### src/rtl/serial_link_pkg.sv
// Shared definitions for the serial bit-stream link (receiver and serialiser sides).
package serial_link_pkg;

  typedef enum logic {
    ST_IDLE  = 1'b0,
    ST_SHIFT = 1'b1
  } state_t;

  function automatic int cnt_width(input int width);
    return (width > 1) ? $clog2(width) : 1;
  endfunction

endpackage

### src/rtl/word_hold_reg.sv
// 1-entry valid/ready holding register; a completed word arriving while full is dropped and flagged.
module word_hold_reg #(
  parameter int Width = 8
) (
  input  logic             clk,
  input  logic             rst_n,
  input  logic             i_load,
  input  logic [Width-1:0] i_word,
  input  logic             i_ready,
  output logic [Width-1:0] o_data,
  output logic             o_valid,
  output logic             o_overrun
);

  logic w_handshake;

  // Consumer handshake for the word currently held.
  always_comb begin
    w_handshake = o_valid && i_ready;
  end

  // Load / drain the held word and report dropped completions.
  always_ff @(posedge clk or negedge rst_n) begin
    if (!rst_n) begin
      o_data    <= {Width{1'b0}};
      o_valid   <= 1'b0;
      o_overrun <= 1'b0;
    end else begin
      o_overrun <= i_load && o_valid && !w_handshake;
      if (i_load && (!o_valid || w_handshake)) begin
        o_data  <= i_word;
        o_valid <= 1'b1;
      end else if (w_handshake) begin
        o_valid <= 1'b0;
      end else begin
        o_valid <= o_valid;
      end
    end
  end

endmodule

### src/rtl/serial_word_receiver.sv
// Reassembles Width-bit words from a strobed serial bit stream and hands them to a
// valid/ready consumer through a 1-entry holding register.
module serial_word_receiver
  import serial_link_pkg::*;
#(
  parameter int Width     = 8,
  parameter bit MSB_FIRST = 1'b1
) (
  input  logic             clk,
  input  logic             rst_n,
  input  logic             ser_valid,
  input  logic             ser_data,
  input  logic             ser_start,
  output logic [Width-1:0] data_out,
  output logic             data_valid,
  input  logic             data_ready,
  output logic             overrun,
  output logic             frame_err
);

  localparam int            CW   = cnt_width(Width);
  localparam logic [CW-1:0] LAST = CW'(Width - 1);

  state_t           r_state;
  logic [CW-1:0]    r_count;
  logic [Width-1:0] r_shift;
  logic             r_frame_err;

  logic             w_take;
  logic             w_restart;
  logic             w_done;
  logic [CW-1:0]    w_idx;
  logic [Width-1:0] w_next;

  // A start strobe always begins a fresh word at bit index 0, whatever the current state.
  always_comb begin
    w_restart = ser_valid && ser_start;
    w_take    = ser_valid && (ser_start || (r_state == ST_SHIFT));
    w_idx     = w_restart ? {CW{1'b0}} : r_count;
    w_done    = w_take && (w_idx == LAST);
    w_next    = r_shift;
    if (w_restart) begin
      w_next = {Width{1'b0}};
      if (MSB_FIRST) begin
        w_next[0] = ser_data;
      end else begin
        w_next[Width-1] = ser_data;
      end
    end else if (MSB_FIRST) begin
      w_next    = r_shift << 1'b1;
      w_next[0] = ser_data;
    end else begin
      w_next          = r_shift >> 1'b1;
      w_next[Width-1] = ser_data;
    end
  end

  // Frame FSM, bit counter and shift register.
  always_ff @(posedge clk or negedge rst_n) begin
    if (!rst_n) begin
      r_state     <= ST_IDLE;
      r_count     <= {CW{1'b0}};
      r_shift     <= {Width{1'b0}};
      r_frame_err <= 1'b0;
    end else begin
      r_frame_err <= w_restart && (r_state == ST_SHIFT);
      case (r_state)
        ST_IDLE, ST_SHIFT: begin
          if (w_take) begin
            r_shift <= w_next;
            if (w_done) begin
              r_state <= ST_IDLE;
              r_count <= {CW{1'b0}};
            end else begin
              r_state <= ST_SHIFT;
              r_count <= w_idx + CW'(1);
            end
          end else begin
            r_state <= r_state;
          end
        end
        default: begin
          r_state <= ST_IDLE;
          r_count <= {CW{1'b0}};
        end
      endcase
    end
  end

  word_hold_reg #(
    .Width(Width)
  ) u_hold (
    .clk      (clk),
    .rst_n    (rst_n),
    .i_load   (w_done),
    .i_word   (w_next),
    .i_ready  (data_ready),
    .o_data   (data_out),
    .o_valid  (data_valid),
    .o_overrun(overrun)
  );

  assign frame_err = r_frame_err;

endmodule
### config.mk
export PLATFORM = sky130hd
export DESIGN_NAME = serial_word_receiver
export DESIGN_NICKNAME = d
export VERILOG_FILES = /design/src/rtl/serial_link_pkg.sv /design/src/rtl/word_hold_reg.sv /design/src/rtl/serial_word_receiver.sv
export SDC_FILE = /design/constraint.sdc
export NUM_CORES = 1
export LEC_CHECK = 0
export CAP_MARGIN = 20
export CORE_MARGIN = 4
export CORE_UTILIZATION = 54
export DETAILED_ROUTE_END_ITERATION = 10
export MAX_ROUTING_LAYER = met4
export PLACE_DENSITY = 0.89
export SLEW_MARGIN = 25
export SYNTH_ARGS = -nofsm -noshare
export SYNTH_HDL_FRONTEND = slang
export SYNTH_SLANG_ARGS = --single-unit
### constraint.sdc
create_clock -name clk -period 3.1 [get_ports clk]
set_clock_uncertainty 0.1 [all_clocks]
set_input_delay 0.465 -clock clk [delete_from_list [all_inputs] [get_ports clk]]
set_output_delay 0.465 -clock clk [all_outputs]
set_load 0.01 [all_outputs]
# --- Yosys cells after proc, flatten, opt, wreduce, memory -nomap -nowiden ---
# Index checks and enable logic that the tools add are counted.
op_classes:
  addsub: 1
  mux: 6
  n_eq_ne: 1
  n_reduce_logical: 13
ops:
  columns: ["cell", "count"]
  rows:
  - ["1-bit logical AND", 8]
  - ["8-bit 2-to-1 mux", 1]
  - ["3-bit 2-to-1 mux", 2]
  - ["3-bit by 1-bit adder with 3-bit output (second input constant)", 1]
  - ["3-bit == test (second input constant)", 1]
  - ["1-bit 2-to-1 mux", 3]
  - ["1-bit zero test", 2]
  - ["1-bit logical OR", 2]
  - ["2-bit nonzero test", 1]
totals:
  word_cells: 28
  output_inout_bits: 11
  register_bits: 22
  in_bits: 6

# --- Longest topological paths before layout ---
logic_depth:
  word_depth: 6
  ltp_mapped: 9
  ltp_nobuf: 7

# --- Cells and area by module ---
# A second synthesis with hierarchy kept.
unflattened:
  hier_cells: 83
  hier_area_um2: 1081.0
by_module_without_submodules:
  columns: ["module", "cells_each", "n_inst", "area_per_inst_um2"]
  rows:
  - ["serial_word_receiver", 60, 1, 674.4]
  - ["word_hold_reg", 23, 1, 406.6]

# --- Least setup slack after synthesis ---
# OpenSTA, ideal clock, no wires.
synth_timing:
  path_kind: "input port to flip-flop"
  start: "input port ser_valid"
  end: "register u_hold.o_data[0]"
  path_buffers: 2
  cell_stages: 9
  slack_ns: 0.934
  required_time_ns: 2.875
  t_arrival_ns: 1.941
  path_cell_list: "buf_2 > nand2_1 > and2_1 > ha_1 > ha_1 > o211ai_4 > nor2b_2 > buf_6 > mux2_4"
synth_via:
  elab_chain_len: 5
  elab_cells_between_ends: 6
  cone_classes: "1 x eq/ne; 1 x mux; 4 x reduce/logical"
synth_rtl:
  columns: ["item", "line_no", "text"]
  rows:
  - ["start: declaration", "serial_word_receiver.sv:11", "input logic ser_valid,"]
  - ["1-bit logical AND", "serial_word_receiver.sv:37", "w_restart = ser_valid && ser_start;"]
  - ["3-bit 2-to-1 mux", "serial_word_receiver.sv:39", "w_idx = w_restart ? {CW{1'b0}} : r_count;"]
  - ["3-bit == test", "serial_word_receiver.sv:40", "w_done = w_take && (w_idx == LAST);"]
  - ["1-bit logical AND *", "serial_word_receiver.sv:40", null]
  - ["1-bit logical AND *", "word_hold_reg.sv:30", "if (i_load && (!o_valid || w_handshake)) begin"]
  - ["end signal: assignment", "word_hold_reg.sv:25", "o_data <= {Width{1'b0}};"]
  - ["end signal: assignment", "word_hold_reg.sv:31", "o_data <= i_word;"]
  - ["end: declaration", "word_hold_reg.sv:10", "output logic [Width-1:0] o_data,"]
# Every way passes the cells marked *; elsewhere a longest branch is shown, timed or not.
# A chain may end at the register's enable or synchronous reset.

# --- Worst setup path in the final report ---
layout_timing:
  start: "input port ser_start"
  end: "register u_hold.o_data[6]"
layout_via:
  elab_chain_len: 5
  elab_cells_between_ends: 8
  cone_classes: "1 x eq/ne; 2 x mux; 5 x reduce/logical"
layout_rtl:
  columns: ["item", "line_no", "text"]
  rows:
  - ["start: declaration", "serial_word_receiver.sv:13", "input logic ser_start,"]
  - ["1-bit logical AND", "serial_word_receiver.sv:37", null]
  - ["3-bit 2-to-1 mux", "serial_word_receiver.sv:39", null]
  - ["3-bit == test", "serial_word_receiver.sv:40", null]
  - ["1-bit logical AND", "serial_word_receiver.sv:40", null]
  - ["1-bit logical AND", "word_hold_reg.sv:30", null]
# Parallel ways exist; a longest one is shown, timed or not.

==> reports/metrics.cfg <==
[run_status]
outcome=finished with violations
violations=negative hold slack

[synthesis]
syn_inst=84
synth-edff-count=0
async_flop_share_pct=100
synth_top_cell_area_share_pct=56.0
synth_top_area_cell=dfrtp_1
syn-cell-area_um2=983
ys_ff_latch=22
synth_cell_types=25
synth_area_leaders=dfrtp_1 56%, mux2i_1 8.1%, nand2_1 4.6%
synth_ff_type=dfrtp_1
ys.warnings.count=0
ys_seq_area_share_pct=56.0
postSynthAreaPerCell_um2=11.7
syn_nets=92

[sta]
slew_headroom_pct=69.1
worst_hold_slack_ps=-16.7
fin_crit_sh_pct=71.8
layout_setup_ws_ps=874
clock.fmax_ghz=0.449
rsz0062_at_grt=no
tightest_slew_ps=464
fin_setup_tns_ps=0
hold_viol=22
min_period_ps=2230
setup_viol=0
slew_violations=0

[detailed_routing]
drcViolationCount=0
vias_per_cell=4.98
postRouteAntennaNets=0
post_drt_wl_per_cell_um=13.3
first_pass_iters=4
drt-total-wl_mm=1.70
drt_iter0_markers=12
vias=638

[place]
place_ws_ps=546
hpwlAfterDp_mm=1.26
gp_congestion=0.833
portBuffers=16

[die]
initial_core_util_pct=57.0
ios=17
die_area_um2=2570
std_cell_rows=15
fp.dieW_um=50.7
die-height_um=50.7
core-area_um2=1730

[global_routing]
gr-total-overflow=0
grt_pass1_wl_mm=2.93
track_usage_pct=16.5
grt_pass1_vias=631
antenna_found_initial=0
grt_max_degree=23

[clock_tree]
postCtsSetupBuffers=0
cts_tree=yes
worstSkewPairLatency_ps=310
postCtsHoldBufs=0
cts-root-buf=clkbuf_4
cts_resized=0
cts_num_sinks=22
cts_buffer_depth=2
htreeDepth=1
clkTransAtPathRegs_ps=120
numCtsBuffers=3

[hold_path]
hold_class=in2async

[finish]
multiInputGateArea_um2=364
nFillCells=134
drive_gt1_share_pct=14.6
n_antenna_cell=0
nets=112
syn_to_final_growth_pct=21.4
seq_area_um2=551

[run]
maxCapViolCount=0

[setup_path]
worstReg2RegEnd=u_hold.o_data[6]$_DFFE_PN0P_
start_kind=primary input
slowest_delay_ps=420
cp-end-kind=flip-flop
worstSetupPathType=in2reg
reg2reg_depth=7
cp.required_ps=3240
cp.arrival_ps=2360
r2r_start=r_count[0]$_DFFE_PN0P_
worstPathMaxFanout=10
cp_common_cell=ha_1
crit_path_top_delay_cell=clkdlybuf4s50_1
critical_path.cell_chain=clkdlybuf4s50_1, nand2_1, and2_1, ha_1, ha_1, o211ai_4, nor2b_2, buf_4, mux2i_1
r2r_setup_slack_ps=1380

[power]
leakage_nw=0.537
ir_drop_v=0.000445
powerDensity_nw_per_um2=723

-- through the flow --
stage	power, mW	std cells	area [um^2]	utilization [%]
after floorplan	0.568	84	983	-
after global placement	0.709	124	1160	67.3
after detailed placement	0.716	124	1160	67.3
after CTS	0.870	128	1200	69.4
after global routing	0.921	128	1190	69.1
final	0.863	128	1190	69.1
-- per-layer routing --
layer	routed length [um]	up-vias	global-route usage (%)
met5	0	-	-
met4	50	0	9.42
met3	86	5	3.86
met2	789	17	24.1
met1	770	298	21.1
li1	-	318	-
-- cells in the final DEF (no fill, tap or decap) --
cell / synthesis / routed
mux2_4: 1 / 1
buf_2: 1 / 1
nand2b_1: 2 / 2
inv_1: 9 / 9
nor2_1: 1 / 1
clkbuf_8: 0 / 1
nand3_1: 2 / 2
clkdlybuf4s50_1: 0 / 15
o22ai_1: 2 / 2
a21oi_1: 2 / 2
ha_1: 2 / 2
nor2b_2: 1 / 1
dfrtp_1: 22 / 22
nand2_1: 12 / 12
mux2i_1: 8 / 8
o21ai_2: 1 / 1
and3b_2: 1 / 1
mux2_2: 2 / 2
buf_4: 1 / 3
o31ai_1: 1 / 1
and2_1: 3 / 3
o211ai_4: 1 / 1
a22o_1: 3 / 3
o21a_1: 2 / 2
o21ai_0: 1 / 1
and3_1: 1 / 1
clkbuf_4: 0 / 3
-- kinds of logic after synthesis --
| family | Yosys count | synth area share (%) |
|---|---|---|
| and+or+nand+nor | 23 | 11.7 |
| muxes | 11 | 12.0 |
| AOI/OAI and AO/OA | 13 | 10.8 |
| DFF | 22 | 56.0 |
| adders and majority gates | 2 | 2.54 |
| buffers and inverters | 13 | 7.00 |
-- critical path: cells and delay by family --
family          cells  cell delay (ps)
compound gates      1              100
fa+ha+maj           2              370
buf+inv             2              610
mux                 1              200
simple gates        3              600
-- cell type report --
class | instances | share of cell area [%]
inverter | 9 | 2.83
multi-input combinational | 49 | 30.5
clock buffer | 4 | 3.04
sequential | 22 | 46.1
tap | 25 | 2.62
timing repair buffer | 19 | 14.9
-- registers in the layout, summed over array words and instances, names as in the netlist --
signal	count
frame_err	1
u_hold.o_overrun	1
r_count	3
u_hold.o_data	8
r_state	1
r_shift	7
u_hold.o_valid	1
-- cell usage after synthesis, drive strengths merged (2+ instances only) --
cell type	n
dfrtp	22
mux2i	8
nand2b	2
ha	2
o21ai	2
a21oi	2
a22o	3
o21a	2
nand2	12
and2	3
mux2	3
o22ai	2
inv	9
buf	4
nand3	2
-- where the power goes --
| group | leakage [nW] | switching (mW) | internal (mW) |
|---|---|---|---|
| clock network | 0.0210 | 0.0849 | 0.0719 |
| registers | 0.272 | 0.0513 | 0.367 |
| logic | 0.244 | 0.120 | 0.168 |
-- worst max-delay path by stage --
stage / from / to / slack [ps] / cells past startpoint
2_1_floorplan: ser_valid / u_hold.o_data[0]$_DFFE_PN0P_ / 930 / 9
3_3_place_gp: ser_start / u_hold.o_data[7]$_DFFE_PN0P_ / 650 / 9
3_5_place_dp: ser_valid / u_hold.o_data[6]$_DFFE_PN0P_ / 550 / 9
4_1_cts: ser_start / u_hold.o_data[6]$_DFFE_PN0P_ / 860 / 9
5_1_grt: ser_start / u_hold.o_data[6]$_DFFE_PN0P_ / 700 / 9
6_report: ser_start / u_hold.o_data[6]$_DFFE_PN0P_ / 870 / 9
No activity file was read; power rests on OpenSTA's default activity.
